[src/rtl/spi_master.sv]
// SPI-style frame master: 10-bit command out on MOSI, optional 8-bit read-back on MISO.
// Define SPI_MASTER_SEQ_CHECK_EN to reject rd-data frames not preceded by an rd-addr frame.
module spi_master #(
  parameter int unsigned TURNAROUND = 2
) (
  input  logic       clk,
  input  logic       rst_n,
  input  logic       start,
  input  logic [9:0] cmd_word,
  output logic       busy,
  output logic       done,
  output logic [7:0] rd_data,
  output logic       rd_valid,
  output logic       err,
  output logic       SS_n,
  output logic       MOSI,
  input  logic       MISO
);

  typedef enum logic [2:0] {
    IDLE    = 3'd0,
    LEAD    = 3'd1,
    SHIFT   = 3'd2,
    TURN    = 3'd3,
    CAPTURE = 3'd4,
    DONE    = 3'd5
  } state_t;

  localparam logic [3:0] TURN_LAST = 4'(TURNAROUND - 1);

  state_t     state_q, state_d;
  logic [9:0] sh_q, sh_d;
  logic [1:0] op_q, op_d;
  logic [3:0] cnt_q, cnt_d;
  logic [7:0] cap_q, cap_d;
  logic [7:0] rd_data_q, rd_data_d;
  logic       ss_n_q, ss_n_d;
  logic       mosi_q, mosi_d;
  logic       busy_q, busy_d;
  logic       done_q, done_d;
  logic       rv_q, rv_d;
  logic       reject;

`ifdef SPI_MASTER_SEQ_CHECK_EN
  logic       flag_q, flag_d;
  logic       err_q, err_d;
  assign reject = (cmd_word[9:8] == 2'b11) && !flag_q;
`else
  assign reject = 1'b0;
`endif

  always_comb begin
    state_d   = state_q;
    sh_d      = sh_q;
    op_d      = op_q;
    cnt_d     = cnt_q;
    cap_d     = cap_q;
    rd_data_d = rd_data_q;
    mosi_d    = 1'b0;
`ifdef SPI_MASTER_SEQ_CHECK_EN
    flag_d    = flag_q;
    err_d     = 1'b0;
`endif
    case (state_q)
      IDLE: begin
        if (start) begin
          if (reject) begin
`ifdef SPI_MASTER_SEQ_CHECK_EN
            err_d = 1'b1;
`endif
          end else begin
            sh_d    = cmd_word;
            op_d    = cmd_word[9:8];
            state_d = LEAD;
          end
        end
      end
      LEAD: begin
        // Present the first command bit so it appears in the first SHIFT cycle.
        mosi_d  = sh_q[9];
        sh_d    = {sh_q[8:0], 1'b0};
        cnt_d   = 4'd0;
        state_d = SHIFT;
      end
      SHIFT: begin
        if (cnt_q == 4'd9) begin
          cnt_d   = 4'd0;
          state_d = (op_q == 2'b11) ? TURN : DONE;
        end else begin
          mosi_d = sh_q[9];
          sh_d   = {sh_q[8:0], 1'b0};
          cnt_d  = cnt_q + 4'd1;
        end
      end
      TURN: begin
        if (cnt_q == TURN_LAST) begin
          cnt_d   = 4'd0;
          state_d = CAPTURE;
        end else begin
          cnt_d = cnt_q + 4'd1;
        end
      end
      CAPTURE: begin
        cap_d = {cap_q[6:0], MISO};
        if (cnt_q == 4'd7) begin
          rd_data_d = {cap_q[6:0], MISO};
          state_d   = DONE;
        end else begin
          cnt_d = cnt_q + 4'd1;
        end
      end
      DONE: begin
        state_d = IDLE;
`ifdef SPI_MASTER_SEQ_CHECK_EN
        if (op_q == 2'b10) flag_d = 1'b1;
        else if (op_q == 2'b11) flag_d = 1'b0;
`endif
      end
      default: state_d = IDLE;
    endcase

    // Outputs are registered images of the upcoming state.
    ss_n_d = (state_d == IDLE) || (state_d == DONE);
    busy_d = (state_d != IDLE);
    done_d = (state_d == DONE);
    rv_d   = (state_d == DONE) && (op_d == 2'b11);
  end

  always_ff @(posedge clk or negedge rst_n) begin
    if (!rst_n) begin
      state_q   <= IDLE;
      sh_q      <= '0;
      op_q      <= '0;
      cnt_q     <= '0;
      cap_q     <= '0;
      rd_data_q <= '0;
      ss_n_q    <= 1'b1;
      mosi_q    <= 1'b0;
      busy_q    <= 1'b0;
      done_q    <= 1'b0;
      rv_q      <= 1'b0;
    end else begin
      state_q   <= state_d;
      sh_q      <= sh_d;
      op_q      <= op_d;
      cnt_q     <= cnt_d;
      cap_q     <= cap_d;
      rd_data_q <= rd_data_d;
      ss_n_q    <= ss_n_d;
      mosi_q    <= mosi_d;
      busy_q    <= busy_d;
      done_q    <= done_d;
      rv_q      <= rv_d;
    end
  end

`ifdef SPI_MASTER_SEQ_CHECK_EN
  always_ff @(posedge clk or negedge rst_n) begin
    if (!rst_n) begin
      flag_q <= 1'b0;
      err_q  <= 1'b0;
    end else begin
      flag_q <= flag_d;
      err_q  <= err_d;
    end
  end
  assign err = err_q;
`else
  assign err = 1'b0;
`endif

  assign busy     = busy_q;
  assign done     = done_q;
  assign rd_data  = rd_data_q;
  assign rd_valid = rv_q;
  assign SS_n     = ss_n_q;
  assign MOSI     = mosi_q;

endmodule

[config.mk]
export PLATFORM = sky130hd
export DESIGN_NAME = spi_master
export DESIGN_NICKNAME = d
export VERILOG_FILES = /design/src/rtl/spi_master.sv
export SDC_FILE = /design/constraint.sdc
export NUM_CORES = 1
export LEC_CHECK = 0
export ABC_CLOCK_PERIOD_IN_PS = 3600
export BUFFER_PORTS_ARGS = -buffer_cell sky130_fd_sc_hd__buf_2
export CORE_MARGIN = 2
export CORE_UTILIZATION = 45
export CTS_BUF_LIST = sky130_fd_sc_hd__clkbuf_8
export DETAILED_ROUTE_END_ITERATION = 7
export PLACE_DENSITY = 0.62
export SLEW_MARGIN = 40
export SYNTH_ARGS = -nofsm -noshare
export SYNTH_HDL_FRONTEND = slang
export SYNTH_SLANG_ARGS = --single-unit
[constraint.sdc]
create_clock -name clk -period 3.6 [get_ports clk]
set_input_delay 0.54 -clock clk [delete_from_list [all_inputs] [get_ports clk]]
set_output_delay 0.54 -clock clk [all_outputs]
set_load 0.1 [all_outputs]
### Word-level counts from Yosys, hierarchy flattened

Index checks and enable logic that the tools add are counted.

* add/subtract/negate cells: 1
* eq/ne operators: 13
* muxes and demuxes: 17
* reductions and logical operators: 10

Operators by type and width (count)
* $pmux W10 S3: 1
* $mux W10: 2
* $pmux W4 S4: 1
* $mux W3: 5
* $pmux W3 S5: 1
* $mux W4: 3
* $eq A3 B2 Y1 const B: 2
* $eq A3 B3 Y1 const B: 2
* $logic_not A3 Y1: 2
* $ne A2 B2 Y1 const B: 3
* $reduce_bool A3 Y1: 2
* $add A4 B1 Y4 const B: 1
* $eq A2 B2 Y1 const B: 2
* $eq A4 B1 Y1 const B: 1
* $eq A4 B3 Y1 const B: 1
* $eq A4 B4 Y1 const B: 1
* $mux W2: 2
* $reduce_and A2 Y1: 2
* $reduce_bool A4 Y1: 1
* $eq A3 B1 Y1 const B: 1
* $reduce_and A3 Y1: 1
* $pmux W1 S2: 1
* $logic_and A1 B1 Y1: 1
* $logic_or A1 B1 Y1: 1
* $mux W1: 1

* register bits: 39
* input bits: 14
* logic and storage cells: 52

### Depth between registers and ports, before layout

Gate-level depths: netlist of the first run.

* depth in word-level cells: 6
* gate-level depth with buffers: 7
* gate-level depth less buffers: 6

### Least setup slack after synthesis of the first run

Ideal clock, no wire load.

* kind: reg2reg
* from: register state_q[1]
* to: register sh_q[1]
* setup time: 0.125 ns
* arrival: 1.582 ns
* required time: 3.475 ns
* setup slack: 1.893 ns
* cell stages (with the launch flop): 6
* buffers on the path: 1
* clock period less this slack: 1.707 ns
* cell sequence: dfrtp_1 -> buf_2 -> nand2b_1 -> a21oi_4 -> mux2_2 -> mux2_2

* cells in the longest elaborated chain, start to end: 3
* elaborated cells between the ends (all ways): 8
* those cells by class: 4 x eq/ne; 1 x mux; 3 x reduce/logical

RTL lines
* from (decl): RTL line 31 `state_t state_q, state_d;`
* from (signal assigned): RTL line 143 `state_q <= state_d;`
* $eq A3 B2 Y1, or another cell as far along: RTL line 64 `case (state_q)`
* $ne A2 B2 Y1 (no source line) or $reduce_bool A3 Y1 (tied branches)
* $reduce_and A3 Y1 (no source line)
* to (signal assigned): RTL line 132 `sh_q <= '0;`
* to (signal assigned): RTL line 144 `sh_q <= sh_d;`
* to (decl): RTL line 32 `logic [9:0] sh_q, sh_d;`

Parallel ways exist; a longest one is shown, timed or not.
A chain may end at the register's enable or synchronous reset.

### Final worst setup path of the first run

* from: register state_q[0]
* to: register cnt_q[2]

* cells in the longest elaborated chain, start to end: 3
* elaborated cells between the ends (all ways): 8
* those cells by class: 5 x eq/ne; 1 x mux; 2 x reduce/logical

RTL lines
* $eq A3 B3 Y1, or another cell as far along: RTL line 64
* $reduce_bool A4 Y1 (no source line) or $ne A2 B2 Y1 (tied branches)
* $reduce_and A2 Y1 (no source line)
* to (signal assigned): RTL line 146 `cnt_q <= cnt_d;`
* to (decl): RTL line 34 `logic [3:0] cnt_q, cnt_d;`

Parallel ways exist; a longest one is shown, timed or not.

==> results of run 1 <==
## critical path: cells and delay by family (launching register included)
family	cells	cell delay, ns
AO/OA/AOI/OAI	3	0.76
AND/OR/NAND/NOR	1	0.58
flip-flops	1	0.54
## placed cells by master, fill, tap and decap left out, types with 2 or more instances in the layout
cell type and n:
o211ai_1 2, nor2_1 3, clkbuf_8 5, o311ai_2 2, o21bai_1 2, dfrtp_1 38
ha_1 2, nor2b_1 2, inv_1 5, nand2b_1 5, mux2_2 29, buf_2 25
o21ai_0 4, a211o_1 2, nand2_1 31, clkinvlp_4 2, a21oi_1 3
## worst min-delay path by stage
| stage | start | endpoint | slack, ns | cells after the start |
|---|---|---|---|---|
| floorplan | rst_n | MOSI | 0.24 | 0 |
| global placement | cap_q[6] | cap_q[6] | 0.46 | 2 |
| detailed placement | cap_q[1] | cap_q[1] | 0.49 | 2 |
| CTS | rst_n | rd_data[2] | 0.37 | 1 |
| global route | rst_n | rd_data[3] | 0.22 | 1 |
| finish | rst_n | rd_data[2] | 0.20 | 1 |
## kinds of logic after synthesis
| family | count (synthesis) |
|---|---|
| buf+inv | 12 |
| flops | 39 |
| fa+ha+maj | 2 |
| simple gates | 51 |
| compound gates | 23 |
| other cells | 1 |
| mux | 29 |
## stage by stage
step                setup slack, ns  hold WS [ns]  instance area [um^2]
finish                         1.62         0.202                  2070
detailed placement             1.62         0.487                  1980
floorplan                      1.89         0.244                  1840
CTS                            1.62         0.370                  2070
global route                   1.49         0.224                  2070
global placement               1.69         0.462                  1980
## area by class of cell
type                            instances  area (um^2)  share of cell area
Sequential cell                        39          977               0.471
Clock inverter                          3         20.0             0.00965
Clock buffer                            5         68.8              0.0332
Timing Repair Buffer                   26          133              0.0639
Inverter                                5         18.8             0.00905
Multi-Input combinational cell        106          795               0.383
Tap cell                               50         62.6              0.0302
## power groups by stage
| stage | clock network [mW] | registers, mW | logic, mW |
|---|---|---|---|
| after detailed placement | 0 | 0.709 | 0.750 |
| after floorplan | 0 | 0.775 | 0.555 |
| after CTS | 0.305 | 0.701 | 0.753 |
| final | 0.292 | 0.701 | 0.740 |
| after global placement | 0 | 0.696 | 0.719 |
| after global routing | 0.329 | 0.728 | 0.814 |
## flip-flops by register name, indices dropped and copies added, names as in the netlist, 2 cells and up
name / count
sh_q: 10
rd_data: 8
cap_q: 7
cnt_q: 4
state_q: 3
op_q: 2
## metal layers
| metal | share of wire | vias up | wire length, um | global-route usage |
|---|---|---|---|---|
| met5 | 0 | - | 0 | 0 |
| met4 | 0.022 | 0 | 74 | 0.0800 |
| met3 | 0.047 | 8 | 162 | 0.0592 |
| met2 | 0.53 | 29 | 1830 | 0.313 |
| met1 | 0.40 | 601 | 1370 | 0.189 |
| li1 | - | 586 | - | - |
==> flow_summary.rst, run 1 <==
.. list-table::
   :header-rows: 1

   * - Metric
     - Value
   * - Switching power as a share of total power
     - 0.396
   * - Async SR Flop Fraction
     - 1.00
   * - Layout cells sized above 1
     - 0.386
   * - Vias in the first global route
     - 1273
   * - Combinational group share of total power
     - 0.427
   * - RSZ-0062 raised after global routing
     - no
   * - Maximum fanout along the worst path
     - 16
   * - Cells along the critical path
     - or3b_1, o21a_4, o21bai_1, o311ai_2
   * - Number of hold violations in the final report
     - 0
   * - Data required time at the worst endpoint
     - 3.80 ns
   * - EDFF count, synth
     - 0
   * - Overall power
     - 1.73 mW
   * - Mean number of vias per cell
     - 5.23
   * - Slew @ Worst Pin
     - 0.693 ns
   * - Kind of start point of the critical path
     - flip-flop
   * - Reg-to-reg startpoint
     - state_q[0]
   * - Total inserted antenna cells
     - 0
   * - Number of rows in the core area
     - 23
   * - Post-synth top area cell
     - dfrtp_1
   * - Number of buffers created by CTS
     - 5
   * - Final instance count without filler cells
     - 234
   * - Synth Area in Simple Gates
     - 0.135
   * - Area share of the leading cell type in the synthesized netlist
     - 0.517
   * - Power density normalized to cell area
     - 835 nW/um^2
   * - Area of the placeable core
     - 3970 um^2
   * - Chip width
     - 67.9 um
   * - Synthesis warning total
     - 0
   * - Clock share of power
     - 0.168
   * - Detail Placement HPWL
     - 2450 um
   * - Final weighted congestion of routability-driven global placement
     - 0.729
   * - Worst Setup EP
     - cnt_q[2]
   * - Syn Area/Cell
     - 11.7 um^2
   * - Reg-to-reg endpoint
     - cnt_q[2]
   * - Total nets after synthesis
     - 173
   * - Detailed Route Iter0 Violations
     - 96
   * - Max VDD drop
     - 0.294 mV
   * - Cell area after technology mapping
     - 1840 um^2
   * - Net switching power of the design
     - 0.686 mW
   * - Global-route usage over all layers
     - 0.176
   * - Synthesized-area fraction occupied by ao, oa, aoi and oai cells
     - 0.104
   * - Buffer depth of the longest clock path
     - 2
   * - Main combinational cell family by area after synthesis
     - multiplexers
   * - Dominant cell by count in the synthesized netlist
     - dfrtp_1
   * - Number of placed instances, taps included
     - 226
   * - Top-Level Pins
     - 28
   * - Top area cells in the synthesized netlist
     - dfrtp_1 (52%), mux2_2 (18%), nand2_1 (6.3%), o311ai_2 (1.8%), nand2b_1 (1.7%)
   * - Max Freq
     - 506 MHz
   * - Count of final setup violators
     - 0
   * - Insertion delay of the later-clocked pin in the worst-skew pair
     - 0.29 ns
   * - Sequential cell area fraction in the yosys report
     - 0.531
   * - Worst setup path class
     - reg -> reg
   * - DRC errors left
     - 0
   * - Crit path DAT
     - 2.17 ns
   * - Slew Limit Fails
     - 0
   * - Int Power
     - 1.05 mW
   * - Cell at the slowest stage of the critical path
     - or3b_1
   * - Final TNS setup
     - 0 ns
   * - Layout Skew
     - 0.0124 ns
   * - Growth of design area from synthesis to finish
     - 12.8%
   * - Post-CTS repair timing setup buffer count
     - 0
   * - Outcome
     - finished clean
   * - Layout net count
     - 199
   * - Top cell types by occurrence after synthesis
     - dfrtp_1 (38), nand2_1 (31), mux2_2 (29)
   * - Vias after detailed routing
     - 1224
   * - Flop and latch count out of synthesis
     - 39
   * - Critical Path End Type
     - flip-flop
   * - Number of gates resized after cts
     - 0
   * - Number of max-capacitance violations reported
     - 0
   * - Portion of total power attributed to sequential cells
     - 0.405
   * - Initial core utilization
     - 0.463
   * - TritonCTS sink count
     - 39
   * - Die Height
     - 67.9 um
   * - Fin crit share
     - 0.549
   * - Cell at the root of the clock tree
     - clkbuf_8
   * - Path category of the worst min-delay check
     - in -> async
   * - Number of nets still failing antenna checks after routing
     - 0
   * - First-pass GRT wire length
     - 5860 um
   * - Per-cell routed wire length
     - 14.7 um
   * - Total Die Area
     - 4610 um^2
   * - Port Buffer Count
     - 26
   * - Adder-Cell Fraction of Synth Area
     - 0.0136
   * - Time the worst path needs with I/O delays and setup
     - 1.98 ns
   * - Standby leakage power
     - 1.01 nW
   * - Cell depth of the worst flop-to-flop path
     - 4
   * - Detailed Route WL
     - 3430 um
   * - Fraction of the core area covered by cells at the end of the flow
     - 0.522
   * - Cell count after synthesis
     - 157
   * - Initial antenna violation count
     - 0
   * - Residual overflow from global routing
     - 0
   * - TritonCTS clock tree
     - yes
   * - Post-synthesis mux area share
     - 0.178
   * - Setup slack of the most critical reg-to-reg path
     - 1.62 ns
   * - Maximum number of pins on one net before global-route repair
     - 40
   * - Detailed-router iteration count before antenna repair
     - 4
   * - Remaining max-slew budget at the tightest pin
     - 0.532
   * - Worst stage delay on the critical path
     - 0.58 ns
   * - CTS Hold Buffers Added
     - 0
   * - Yosys cell types
     - 37
   * - Main flop type after synthesis
     - dfrtp_1
   * - Fillers
     - 359
   * - Post-synthesis share of cell area spent on xor and xnor gates
     - 0
   * - Worst Setup SP
     - state_q[0]
   * - Clock slew at the register clock pins of the worst setup and hold paths
     - 0.08 ns
   * - Max H-tree Level
     - 2
No activity file was read; power rests on OpenSTA's default activity.
==> run 2: changes to the inputs <==
--- a/config.mk
+++ b/config.mk
@@ -5,7 +5,7 @@
 export SDC_FILE = /design/constraint.sdc
 export NUM_CORES = 1
 export LEC_CHECK = 0
-export ABC_CLOCK_PERIOD_IN_PS = 3600
+export ABC_CLOCK_PERIOD_IN_PS = 2050
 export BUFFER_PORTS_ARGS = -buffer_cell sky130_fd_sc_hd__buf_2
 export CORE_MARGIN = 2
 export CORE_UTILIZATION = 45
==> constraint.sdc (replaced) <==
create_clock -name clk -period 2.05 [get_ports clk]
set_input_delay 0.3075 -clock clk [delete_from_list [all_inputs] [get_ports clk]]
set_output_delay 0.3075 -clock clk [all_outputs]
set_load 0.1 [all_outputs]
==> flow_summary.rst, run 2 (synthesis results as in run 1) <==
.. list-table::
   :header-rows: 1

   * - Metric
     - Value
   * - Cells along the critical path
     - nand2b_1, a21oi_4, mux2_2, mux2_2
   * - Max H-tree Level
     - 2
   * - Top metal layer carrying routed signals
     - met4
   * - Detailed Route WL
     - 3320 um
   * - Total inserted antenna cells
     - 0
   * - Clock slew at the register clock pins of the worst setup and hold paths
     - 0.08 ns
   * - RSZ-0062 raised after global routing
     - no
   * - Fillers
     - 356
   * - Final weighted congestion of routability-driven global placement
     - 0.790
   * - Residual overflow from global routing
     - 0
   * - Commonest cells after routing, fill and taps aside
     - dfrtp_1 (38), nand2_1 (31), mux2_2 (29)
   * - Buffer depth of the longest clock path
     - 2
   * - Number of rows in the core area
     - 23
   * - Worst setup path class
     - reg -> reg
   * - Critical Path End Type
     - flip-flop
   * - Register area
     - 977 um^2
   * - Die Height
     - 67.9 um
   * - Routed length on met1
     - 1430 um
   * - TritonCTS sink count
     - 39
   * - Max Freq
     - 528 MHz
   * - Biggest register
     - sh_q
   * - Net switching power of the design
     - 1.20 mW
   * - Number of hold violations in the final report
     - 0
   * - Crit path DAT
     - 2.07 ns
   * - Detail Placement HPWL
     - 2470 um
   * - Switching power as a share of total power
     - 0.374
   * - First-pass GRT wire length
     - 5730 um
   * - Critical path buffers and inverters
     - 0
   * - Cell depth of the worst flop-to-flop path
     - 4
   * - Layout net count
     - 206
   * - Mean number of vias per cell
     - 5.12
   * - Kind of start point of the critical path
     - flip-flop
   * - Most common cell after layout, fill and taps aside
     - dfrtp_1
   * - Count of final setup violators
     - 0
   * - Data required time at the worst endpoint
     - 2.23 ns
   * - Maximum fanout along the worst path
     - 16
   * - Final TNS setup
     - 0 ns
   * - Maximum number of pins on one net before global-route repair
     - 26
   * - Worst Setup SP
     - state_q[0]
   * - Initial antenna violation count
     - 0
   * - Vias after detailed routing
     - 1234
   * - Vias in the first global route
     - 1268
   * - TritonCTS clock tree
     - yes
   * - Detailed Route Iter0 Violations
     - 39
   * - Area of the placeable core
     - 3970 um^2
   * - Reg-to-reg startpoint
     - state_q[0]
   * - Number of nets still failing antenna checks after routing
     - 0
   * - Int Power
     - 2.00 mW
   * - Global-route usage over all layers
     - 0.169
   * - Reg-to-reg endpoint
     - sh_q[1]
   * - Portion of total power attributed to sequential cells
     - 0.380
   * - Initial core utilization
     - 0.463
   * - Max FFs per register
     - 10
   * - Worst Hold Launch
     - MISO
   * - Insertion delay of the later-clocked pin in the worst-skew pair
     - 0.29 ns
   * - Time the worst path needs with I/O delays and setup
     - 1.89 ns
   * - Port Buffer Count
     - 26
   * - Worst setup slack after layout
     - 0.157 ns
   * - DRC errors left
     - 0
   * - Slew Limit Fails
     - 0
   * - Chip width
     - 67.9 um
   * - Power density normalized to cell area
     - 1470 nW/um^2
   * - Combinational group share of total power
     - 0.419
   * - Fraction of the core area covered by cells at the end of the flow
     - 0.547
   * - Number of gates on the worst path with buffers counted
     - 4
   * - Detailed-router iteration count before antenna repair
     - 4
   * - Max VDD drop
     - 0.774 mV
   * - Setup slack of the most critical reg-to-reg path
     - 0.16 ns
   * - Met3 wirelength from detailed routing
     - 153 um
   * - Crit-path most repeated cell
     - mux2_2
   * - Layout Skew
     - 0.0126 ns
   * - Multi-input gate area
     - 795 um^2
   * - Path category of the worst min-delay check
     - in -> reg
   * - Top-Level Pins
     - 28
   * - Worst stage delay on the critical path
     - 0.61 ns
   * - Total Die Area
     - 4610 um^2
   * - Number of max-capacitance violations reported
     - 0
   * - Standby leakage power
     - 1.06 nW
   * - Clock share of power
     - 0.201
   * - CP top delay family
     - multiplexers
   * - Growth of design area from synthesis to finish
     - 18.2%
   * - Final instance count without filler cells
     - 241
   * - Number of buffers created by CTS
     - 5
   * - Outcome
     - finished clean
   * - Cell at the root of the clock tree
     - clkbuf_8
   * - Number of gates resized after cts
     - 0
   * - Per-cell routed wire length
     - 13.8 um
   * - Met2 wire length
     - 1700 um
   * - Fin crit share
     - 0.923
   * - Cell at the slowest stage of the critical path
     - dfrtp_1
   * - Layout cells sized above 1
     - 0.403
   * - Worst Setup EP
     - sh_q[1]
   * - Pre-CTS setup slack
     - 0.165 ns
   * - Number of placed instances, taps included
     - 232
[run 2: cell count changes in the layout (fill, tap and decap cells not counted)]
cell           change
clkinv_2           -1
dlygate4sd3_1      +1
bufinv_16          +1
buf_16             +1
inv_6              +1
clkinvlp_4         -1
buf_2              +1
buf_4              +4
[run 2: power groups by stage]
stage / sequential, mW / combinational (mW) / clock (mW)
finish: 1.22 / 1.34 / 0.643
detailed placement: 1.23 / 1.35 / 0
CTS: 1.22 / 1.36 / 0.660
floorplan: 1.36 / 0.975 / 0
global route: 1.26 / 1.48 / 0.703
global placement: 1.21 / 1.32 / 0
[run 2: worst min path at each step]
stage / endpoint / slack, ns / cells past startpoint
after global placement: rd_data[2] / 0.45 / 1
after global routing: cap_q[0] / 0.24 / 3
after detailed placement: cap_q[2] / 0.25 / 1
final: cap_q[0] / 0.22 / 3
after CTS: cap_q[0] / 0.22 / 3
after floorplan: MOSI / 0.01 / 0
[run 2: per-stage QoR]
step	hold WS, ns	power (mW)	area [um^2]
after global placement	0.455	2.53	2020
after floorplan	0.0119	2.34	1840
after detailed placement	0.248	2.58	2050
after CTS	0.218	3.24	2170
final	0.221	3.20	2170
after global routing	0.239	3.44	2170
[run 2: area by class of cell]
| cell class | instances | area share |
|---|---|---|
| sequential | 39 | 0.450 |
| multi-input combinational | 106 | 0.366 |
| timing repair buffer | 33 | 0.0944 |
| clock buffer | 5 | 0.0317 |
| tap | 50 | 0.0288 |
| clock inverter | 3 | 0.0213 |
| inverter | 5 | 0.00864 |
[run 2: timing repair]
action	4_1_cts	5_1_grt
hold buffers	1	0
buffers inserted	0	0
hold endpoints to repair	14	0
[run 2: per-layer routing]
| layer | up-vias | global-route usage |
|---|---|---|
| li1 | 606 | - |
| met1 | 597 | 0.206 |
| met2 | 26 | 0.288 |
| met3 | 5 | 0.0543 |
| met4 | 0 | 0.0450 |
| met5 | - | 0 |
[run 2: worst register-to-register path: stages (launching register included)]
cell	delay, ns
dfrtp_1	0.61
nand2b_1	0.18
a21oi_4	0.35
mux2_2	0.38
mux2_2	0.26
==> run 3: changes to the inputs <==
--- a/config.mk
+++ b/config.mk
@@ -11,6 +11,7 @@
 export CORE_UTILIZATION = 45
 export CTS_BUF_LIST = sky130_fd_sc_hd__clkbuf_8
 export DETAILED_ROUTE_END_ITERATION = 7
+export GPL_TIMING_DRIVEN = 0
 export PLACE_DENSITY = 0.62
 export SLEW_MARGIN = 40
 export SYNTH_ARGS = -nofsm -noshare
==> flow_summary.rst, run 3 (synthesis results as in run 1) <==
.. list-table::
   :header-rows: 1

   * - Metric
     - Value
   * - Mean number of vias per cell
     - 5.07
   * - Violations in the final reports
     - hold timing
   * - Detailed Route Iter0 Violations
     - 80
   * - Number of buffers created by CTS
     - 5
   * - Detailed-router iteration count before antenna repair
     - 4
   * - Remaining max-slew budget at the tightest pin
     - 0.546
   * - Critical Path End Type
     - flip-flop
   * - Layout net count
     - 206
   * - Kind of start point of the critical path
     - flip-flop
   * - Port Buffer Count
     - 26
   * - Max Freq
     - 536 MHz
   * - Outcome
     - finished, violations left
   * - Total Die Area
     - 4610 um^2
   * - Number of nets still failing antenna checks after routing
     - 0
   * - Fin crit share
     - 0.910
   * - Time the worst path needs with I/O delays and setup
     - 1.87 ns
   * - Final weighted congestion of routability-driven global placement
     - 0.759
   * - Max H-tree Level
     - 2
   * - RSZ-0062 raised after global routing
     - no
   * - Cell at the root of the clock tree
     - clkbuf_8
   * - Area of the placeable core
     - 3970 um^2
   * - Count of final setup violators
     - 0
   * - Cells along the critical path
     - buf_2, nand2b_1, a21oi_4, mux2_2, mux2_2
   * - Vias after detailed routing
     - 1222
   * - Clock slew at the register clock pins of the worst setup and hold paths
     - 0.08 ns
   * - Initial antenna violation count
     - 0
   * - Die Height
     - 67.9 um
   * - Layout Skew
     - 0.00869 ns
   * - Per-cell routed wire length
     - 12.9 um
   * - Most common cell after layout, fill and taps aside
     - dfrtp_1
   * - Fillers
     - 348
   * - Detail Placement HPWL
     - 2300 um
   * - Path category of the worst min-delay check
     - in -> async
   * - Residual overflow from global routing
     - 0
   * - Maximum fanout along the worst path
     - 10
   * - Register area
     - 977 um^2
   * - Slew Limit Fails
     - 0
   * - Top-Level Pins
     - 28
   * - Chip width
     - 67.9 um
   * - Max FFs per register
     - 10
   * - Number of rows in the core area
     - 23
   * - Layout cells sized above 1
     - 0.408
   * - Power density normalized to cell area
     - 1480 nW/um^2
   * - Worst stage delay on the critical path
     - 0.38 ns
   * - Standby leakage power
     - 1.06 nW
   * - Maximum number of pins on one net before global-route repair
     - 40
   * - Biggest register
     - sh_q
   * - Commonest cells after routing, fill and taps aside
     - dfrtp_1 (38), nand2_1 (31), mux2_2 (29)
   * - Cell at the slowest stage of the critical path
     - dfrtp_1
   * - Fraction of the core area covered by cells at the end of the flow
     - 0.542
   * - Critical path buffers and inverters
     - 1
   * - DRC errors left
     - 0
   * - Insertion delay of the later-clocked pin in the worst-skew pair
     - 0.29 ns
   * - Multi-input gate area
     - 801 um^2
   * - Initial core utilization
     - 0.463
   * - Number of hold violations in the final report
     - 38
   * - Total inserted antenna cells
     - 0
   * - Worst Hold Slack
     - -0.0297 ns
   * - Global-route usage over all layers
     - 0.162
   * - CP top delay family
     - multiplexers
   * - Max VDD drop
     - 0.720 mV
   * - Slew @ Worst Pin
     - 0.671 ns
   * - Buffer depth of the longest clock path
     - 2
   * - Detailed Route WL
     - 3100 um
   * - TritonCTS clock tree
     - yes
   * - Vias in the first global route
     - 1219
   * - TritonCTS sink count
     - 39
   * - Data required time at the worst endpoint
     - 2.22 ns
   * - Worst setup path class
     - reg -> reg
   * - Crit-path most repeated cell
     - mux2_2
   * - CTS Hold Buffers Added
     - 0
   * - Number of max-capacitance violations reported
     - 0
   * - Growth of design area from synthesis to finish
     - 17.1%
   * - First-pass GRT wire length
     - 5410 um
   * - Crit path DAT
     - 2.04 ns
   * - Final TNS setup
     - 0 ns
-- run 3: power by group --
part           internal (mW)  switching, mW
logic                  0.623          0.779
clock network          0.362          0.265
registers               1.03          0.140
-- run 3: through the flow --
step / total power, mW / std cells / instance area (um^2) / worst slack (ns)
after floorplan: 2.34 / 157 / 1840 / 0.343
after global placement: 2.53 / 233 / 2030 / 0.0275
after global routing: 3.43 / 241 / 2150 / 0.0905
after detailed placement: 2.60 / 233 / 2030 / 0.0516
after CTS: 3.24 / 241 / 2140 / 0.0321
final: 3.19 / 241 / 2150 / 0.184
-- run 3: worst reg2reg max path: cells and delay by family (launching register included) --
family | cells | cell delay [ns]
multiplexers | 2 | 0.64
flip-flops | 1 | 0.38
buffers and inverters | 1 | 0.18
AND/OR/NAND/NOR | 1 | 0.21
AO/OA/AOI/OAI | 1 | 0.33
-- run 3: layout make-up --
type / count / share of cell area
buffer: 7 / 0.0227
clock buffer: 5 / 0.0320
clock inverter: 3 / 0.0203
inverter: 5 / 0.00872
multi-input combinational: 106 / 0.372
sequential: 39 / 0.454
tap: 50 / 0.0291
timing repair buffer: 26 / 0.0616
-- run 3: final timing paths --
| path | from | end | slack [ns] | cells after the start |
|---|---|---|---|---|
| max | state_q[1] | sh_q[7] | 0.18 | 5 |
| min | rst_n | rd_data[3] | -0.03 | 1 |
| max reg2reg | state_q[1] | sh_q[7] | 0.18 | 5 |
| min reg2reg | cap_q[6] | cap_q[6] | 0.49 | 2 |
| max in group asynchronous | rst_n | SS_n | 1.73 | 1 |
| min in group clk | MISO | cap_q[0] | 0.23 | 3 |
-- run 3: repair_timing --
action | CTS | global route
resized for setup | 0 | 1
buffers inserted | 0 | 0
endpoints found under the setup margin | 0 | 10
-- run 3: layer usage --
| metal | wire length, um | up-vias | track usage |
|---|---|---|---|
| li1 | - | 606 | - |
| met1 | 1240 | 587 | 0.180 |
| met2 | 1670 | 22 | 0.283 |
| met3 | 141 | 7 | 0.0543 |
| met4 | 53 | 0 | 0.0675 |
| met5 | 0 | - | 0 |
